[config.mk]
export PLATFORM = sky130hd
export DESIGN_NAME = dac_scan_ctrl
export DESIGN_NICKNAME = d
export VERILOG_FILES = /design/src/rtl/dac_scan_ctrl.sv
export SDC_FILE = /design/constraint.sdc
export NUM_CORES = 1
export LEC_CHECK = 0
export CAP_MARGIN = 10
export CORE_MARGIN = 1.5
export CORE_UTILIZATION = 35
export DETAILED_ROUTE_END_ITERATION = 8
export GPL_TIMING_DRIVEN = 0
export PLACE_DENSITY_LB_ADDON = 0.08
export SETUP_SLACK_MARGIN = 0.3
export SYNTH_ARGS = -nofsm -noshare
export SYNTH_HDL_FRONTEND = slang
export SYNTH_SLANG_ARGS = --single-unit
[constraint.sdc]
create_clock -name clk -period 4.5 [get_ports clk]
set_clock_uncertainty 0.2 [all_clocks]
set_input_delay 1.35 -clock clk [delete_from_list [all_inputs] [get_ports clk]]
set_output_delay 1.35 -clock clk [all_outputs]
set_load 0.005 [all_outputs]
[src/rtl/dac_scan_ctrl.sv]
// Joystick SAR scanner / DAC+mux arbiter; DAC_SCAN_MUTE_EN gates snden off while scanning.
// Latency: idle CPU writes reach dac/sel in 1 cycle; a 4-axis scan takes 24*(SETTLE+1) cycles.
// Backpressure: none; scan_req is ignored while busy, CPU strobes always land in the shadows.
`timescale 1ns/1ps
module dac_scan_ctrl #(
    parameter int SETTLE = 2
) (
    input  logic       clk,
    input  logic       reset_n,
    input  logic       cpu_dac_we,
    input  logic [5:0] cpu_dac,
    input  logic       cpu_sel_we,
    input  logic       cpu_selb,
    input  logic       cpu_sela,
    input  logic       snden_in,
    input  logic       scan_req,
    input  logic       hilo,
    output logic [5:0] dac,
    output logic       selb,
    output logic       sela,
    output logic       snden,
    output logic       busy,
    output logic       done,
    output logic [5:0] axis0,
    output logic [5:0] axis1,
    output logic [5:0] axis2,
    output logic [5:0] axis3
);

    typedef enum logic [1:0] {IDLE, WAIT, SAMPLE} state_t;

    state_t          state_q, state_d;
    logic [3:0]      cnt_q, cnt_d;
    logic [1:0]      ax_q, ax_d;
    logic [5:0]      res_q, res_d;
    logic [2:0]      bit_q, bit_d;
    logic [5:0]      dac_q, dac_d;
    logic [1:0]      sel_q, sel_d;
    logic [5:0]      sh_dac_q, sh_dac_d;
    logic [1:0]      sh_sel_q, sh_sel_d;
    logic [3:0][5:0] axis_q, axis_d;
    logic            done_q, done_d;
    logic            snden_q, snden_d;
    logic [5:0]      res_upd;

    always_comb begin
        sh_dac_d = cpu_dac_we ? cpu_dac : sh_dac_q;
        sh_sel_d = cpu_sel_we ? {cpu_selb, cpu_sela} : sh_sel_q;
        state_d  = state_q;
        cnt_d    = cnt_q;
        ax_d     = ax_q;
        res_d    = res_q;
        bit_d    = bit_q;
        dac_d    = dac_q;
        sel_d    = sel_q;
        axis_d   = axis_q;
        done_d   = 1'b0;
        res_upd  = res_q;
        if (hilo) begin
            res_upd[bit_q] = 1'b1;
        end

        case (state_q)
            IDLE: begin
                // Idle outputs follow the shadows, including a write landing this very edge.
                dac_d = sh_dac_d;
                sel_d = sh_sel_d;
                if (scan_req) begin
                    ax_d    = 2'd0;
                    res_d   = 6'd0;
                    bit_d   = 3'd5;
                    sel_d   = 2'd0;
                    dac_d   = 6'd32;
                    cnt_d   = 4'(SETTLE);
                    state_d = WAIT;
                end
            end
            WAIT: begin
                cnt_d = cnt_q - 4'd1;
                if (cnt_q == 4'd1) begin
                    state_d = SAMPLE;
                end
            end
            SAMPLE: begin
                if (bit_q != 3'd0) begin
                    bit_d   = bit_q - 3'd1;
                    res_d   = res_upd;
                    dac_d   = res_upd | (6'd1 << bit_d);
                    cnt_d   = 4'(SETTLE);
                    state_d = WAIT;
                end else begin
                    axis_d[ax_q] = res_upd;
                    if (ax_q != 2'd3) begin
                        ax_d    = ax_q + 2'd1;
                        sel_d   = ax_d;
                        res_d   = 6'd0;
                        bit_d   = 3'd5;
                        dac_d   = 6'd32;
                        cnt_d   = 4'(SETTLE);
                        state_d = WAIT;
                    end else begin
                        done_d  = 1'b1;
                        dac_d   = sh_dac_d;
                        sel_d   = sh_sel_d;
                        state_d = IDLE;
                    end
                end
            end
            default: begin
                state_d = IDLE;
            end
        endcase

`ifdef DAC_SCAN_MUTE_EN
        // Keep SAR trial codes off the audio path for the whole scan.
        snden_d = (state_d != IDLE) ? 1'b0 : snden_in;
`else
        snden_d = snden_in;
`endif
    end

    always_ff @(posedge clk or negedge reset_n) begin
        if (!reset_n) begin
            state_q  <= IDLE;
            cnt_q    <= 4'd0;
            ax_q     <= 2'd0;
            res_q    <= 6'd0;
            bit_q    <= 3'd0;
            dac_q    <= 6'd0;
            sel_q    <= 2'd0;
            sh_dac_q <= 6'd0;
            sh_sel_q <= 2'd0;
            axis_q   <= '0;
            done_q   <= 1'b0;
            snden_q  <= 1'b0;
        end else begin
            state_q  <= state_d;
            cnt_q    <= cnt_d;
            ax_q     <= ax_d;
            res_q    <= res_d;
            bit_q    <= bit_d;
            dac_q    <= dac_d;
            sel_q    <= sel_d;
            sh_dac_q <= sh_dac_d;
            sh_sel_q <= sh_sel_d;
            axis_q   <= axis_d;
            done_q   <= done_d;
            snden_q  <= snden_d;
        end
    end

    assign dac   = dac_q;
    assign selb  = sel_q[1];
    assign sela  = sel_q[0];
    assign snden = snden_q;
    assign busy  = (state_q != IDLE);
    assign done  = done_q;
    assign axis0 = axis_q[0];
    assign axis1 = axis_q[1];
    assign axis2 = axis_q[2];
    assign axis3 = axis_q[3];

endmodule

==> load_flow_metrics.sql <==
INSERT INTO impl_metrics (metric_group, metric, value, unit) VALUES
('timing', 'fmax', '282', 'MHz'),
('setup_path', 'worstRegToRegCells', '7', ''),
('route', 'finalWirelength', '6.26', 'mm'),
('finish', 'drive_above_1_share', '10.5', '%'),
('setup_path', 'worstPathBufferInverterCount', '4', ''),
('route', 'drcViolationCount', '0', ''),
('synth', 'synthesis.area', '2640', 'sq um'),
('timing', 'final_hold_fails', '0', ''),
('global_route', 'grt_util_all_layers', '16.5', '%'),
('setup_path', 'worst_setup_startpoint', 'state_q[0]', ''),
('route', 'dr_total_vias', '2094', ''),
('pwr', 'cellLeakagePower', '1.41', 'nW'),
('timing', 'hold_slack', '0.299', 'ns'),
('synth', 'netlist-cell-type-count', '40', ''),
('synth', 'yosysSeqAreaShare', '56.0', '%'),
('pwr', 'power', '1.71', 'mW'),
('setup_path', 'end_kind', 'output pin', ''),
('route', 'detail_route.iter0.violations', '144', ''),
('finish', 'num-nets-final', '340', ''),
('route', '1st_pass_router_iterations', '4', ''),
('synth', 'yosys_most_used_dff', 'dfrtp_1', ''),
('placement', 'port-buffer-count', '47', ''),
('pwr', 'vdd.ir_drop.worst', '0.148', 'mV'),
('worst_hold_path', 'min_from', 'res_q[5]', ''),
('die', 'die_h', '89.8', 'um'),
('worst_hold_path', 'hold_path.class', 'reg -> reg', ''),
('route', 'met3RoutedLength', '352', 'um'),
('synth', 'yosysMostFrequentCell', 'dfrtp_1', ''),
('setup_path', 'critical_path_peak_fanout', '10', ''),
('synth', 'synth_seq_cells', '59', ''),
('finish', 'synthToLayoutAreaGrowth', '31.0', '%'),
('placement', 'placer_s_final_routability_congestion_estimate', '0.840', ''),
('die', 'std_cell_rows', '31', ''),
('die', 'die-area', '8060', 'sq um'),
('setup_path', 'critical_path_depth', '5', ''),
('synth', 'count_of_flip_flops_with_a_built_in_enable_after_synthesis', '0', ''),
('die', 'dieWidth', '89.8', 'um'),
('finish', 'filler_cell_count', '723', ''),
('timing', 'worstMarginPinSlew', '0.657', 'ns'),
('clocking', 'tritoncts.num_buffers', '9', ''),
('route', 'm1_wire_length', '3.07', 'mm'),
('route', 'wire_per_inst', '14.8', 'um'),
('timing', 'slew_violations', '0', ''),
('route', 'wl_met2', '2.80', 'mm'),
('timing', 'timing.final.setup_violations', '0', ''),
('clocking', 'clock_insertion_delay_worst_skew', '0.33', 'ns'),
('route', 'final_antenna_net_count', '0', ''),
('placement', 'place_area', '3240', 'sq um'),
('setup_path', 'path_cells', 'clkbuf_1 -> inv_1 -> clkbuf_1 -> nand2_1 -> clkdlybuf4s50_1', ''),
('synth', 'synth_top_cells_by_area', 'dfrtp_1 56%, a21oi_1 7.4%, nor2_1 5.6%, mux2_2 3.8%, ha_1 2.8%', ''),
('setup_path', 'top_cell_family_by_delay_on_the_critical_path', 'buffers and inverters', ''),
('synth', 'synth.top_cells.by_count', '59 x dfrtp_1, 39 x a21oi_1, 39 x nor2_1', ''),
('synth', 'synthCells', '260', ''),
('route', 'routed.top_layer', 'met4', ''),
('setup_path', 'crit_path_top_delay_cell', 'clkdlybuf4s50_1', ''),
('status', 'run_status', 'finished, final reports clean', ''),
('die', 'initial_utilization', '36.3', '%'),
('clocking', 'htree_num_levels', '3', ''),
('synth', 'synth_area_per_cell', '10.1', 'sq um'),
('synth', 'synth.largest_area_cell', 'dfrtp_1', ''),
('setup_path', 'critPathArrivalTime', '1.99', 'ns'),
('global_route', 'antenna_found_initial', '0', ''),
('synth', 'mappedNetlistNets', '281', ''),
('synth', 'synth-async-reset-ratio', '100', '%'),
('setup_path', 'crit_path_frequent_cell', 'clkbuf_1', ''),
('pwr', 'power_density', '497', 'nW/um^2'),
('die', 'io_pins', '50', ''),
('die', 'placeableCoreArea', '7250', 'sq um'),
('worst_hold_path', 'worstHoldPathCells', '2', ''),
('finish', 'num_antenna_cells', '0', ''),
('clocking', 'cts.sink_count', '59', '');
==> cell families after synthesis <==
| kind of cell | after synthesis | synth area share [%] |
|---|---|---|
| AO/OA/AOI/OAI | 81 | 18.8 |
| adder cells (fa/ha/maj) | 6 | 2.85 |
| buffers and inverters | 26 | 4.32 |
| flip-flops | 59 | 56.0 |
| multiplexers | 10 | 4.23 |
| AND/OR/NAND/NOR | 78 | 13.8 |
==> placed cells by master, fill, tap and decap left out, types with 6 or more instances in the layout <==
| cell type | count |
|---|---|
| dfrtp_1 | 59 |
| clkdlybuf4s50_1 | 46 |
| nor2_1 | 39 |
| a21oi_1 | 39 |
| nand2_1 | 15 |
| clkbuf_1 | 12 |
| o21ai_0 | 11 |
| inv_1 | 9 |
| mux2_2 | 9 |
| clkbuf_8 | 9 |
| a31oi_1 | 7 |
| nor2b_1 | 6 |
| ha_1 | 6 |
==> power by group <==
group | leakage, nW | switching (mW) | internal, mW | total [mW]
sequential | 0.666 | 0.0684 | 0.621 | 0.690
clock | 0.106 | 0.206 | 0.308 | 0.514
combinational | 0.639 | 0.279 | 0.232 | 0.510
total | 1.41 | 0.553 | 1.16 | 1.71
==> worst reg2reg max path: cells and delay by family, from the launching register on <==
kind	cells	cell delay, ns
compound gates	3	0.40
simple gates	1	0.14
buf+inv	3	0.86
flops	1	0.36
==> metrics by stage <==
step | setup slack [ns] | instances | TNS (ns) | util (%)
finish | 0.958 | 422 | 0 | 47.6
global route | 0.777 | 422 | 0 | 47.6
CTS | 0.926 | 422 | 0 | 47.6
detailed placement | 1.09 | 407 | 0 | 44.7
global placement | -0.106 | 406 | -6.04 | 44.5
floorplan | 1.72 | 260 | 0 | -
==> cell type report <==
cell class	instances	area [sq um]	share of cell area, %
flip-flops and latches	59	1480	42.8
repair buffers	48	485	14.1
clock buffers	10	128	3.70
well taps	99	124	3.59
clock inverters	5	78.8	2.28
inverters	9	33.8	0.979
plain buffers	17	80.1	2.32
multi-input cells	175	1040	30.3
==> metal layers <==
layer / GRT usage (%) / vias to the layer above
met1: 23.9 / 996
met3: 3.64 / 2
met5: 0 / -
met2: 24.0 / 56
li1: - / 1040
met4: 6.75 / 0
==> sequential cells by signal, summed over array words and instances (netlist names) <==
name,flops
axis1,6
ax_q,2
snden,1
sh_sel_q,2
sel_q,2
bit_q,3
cnt_q,4
axis2,6
axis0,6
state_q,2
res_q,6
done,1
dac,6
sh_dac_q,6
axis3,6
==> final timing paths <==
check	end	slack (ns)
worst max-delay path	busy	0.96
worst min-delay path	res_q[5]	0.30
worst max register to register	bit_q[2]	2.39
worst min register to register	res_q[5]	0.30
max in group asynchronous	dac[2]	2.72
min in group asynchronous	sh_sel_q[0]	0.79
(Power assumes the default switching activity.)
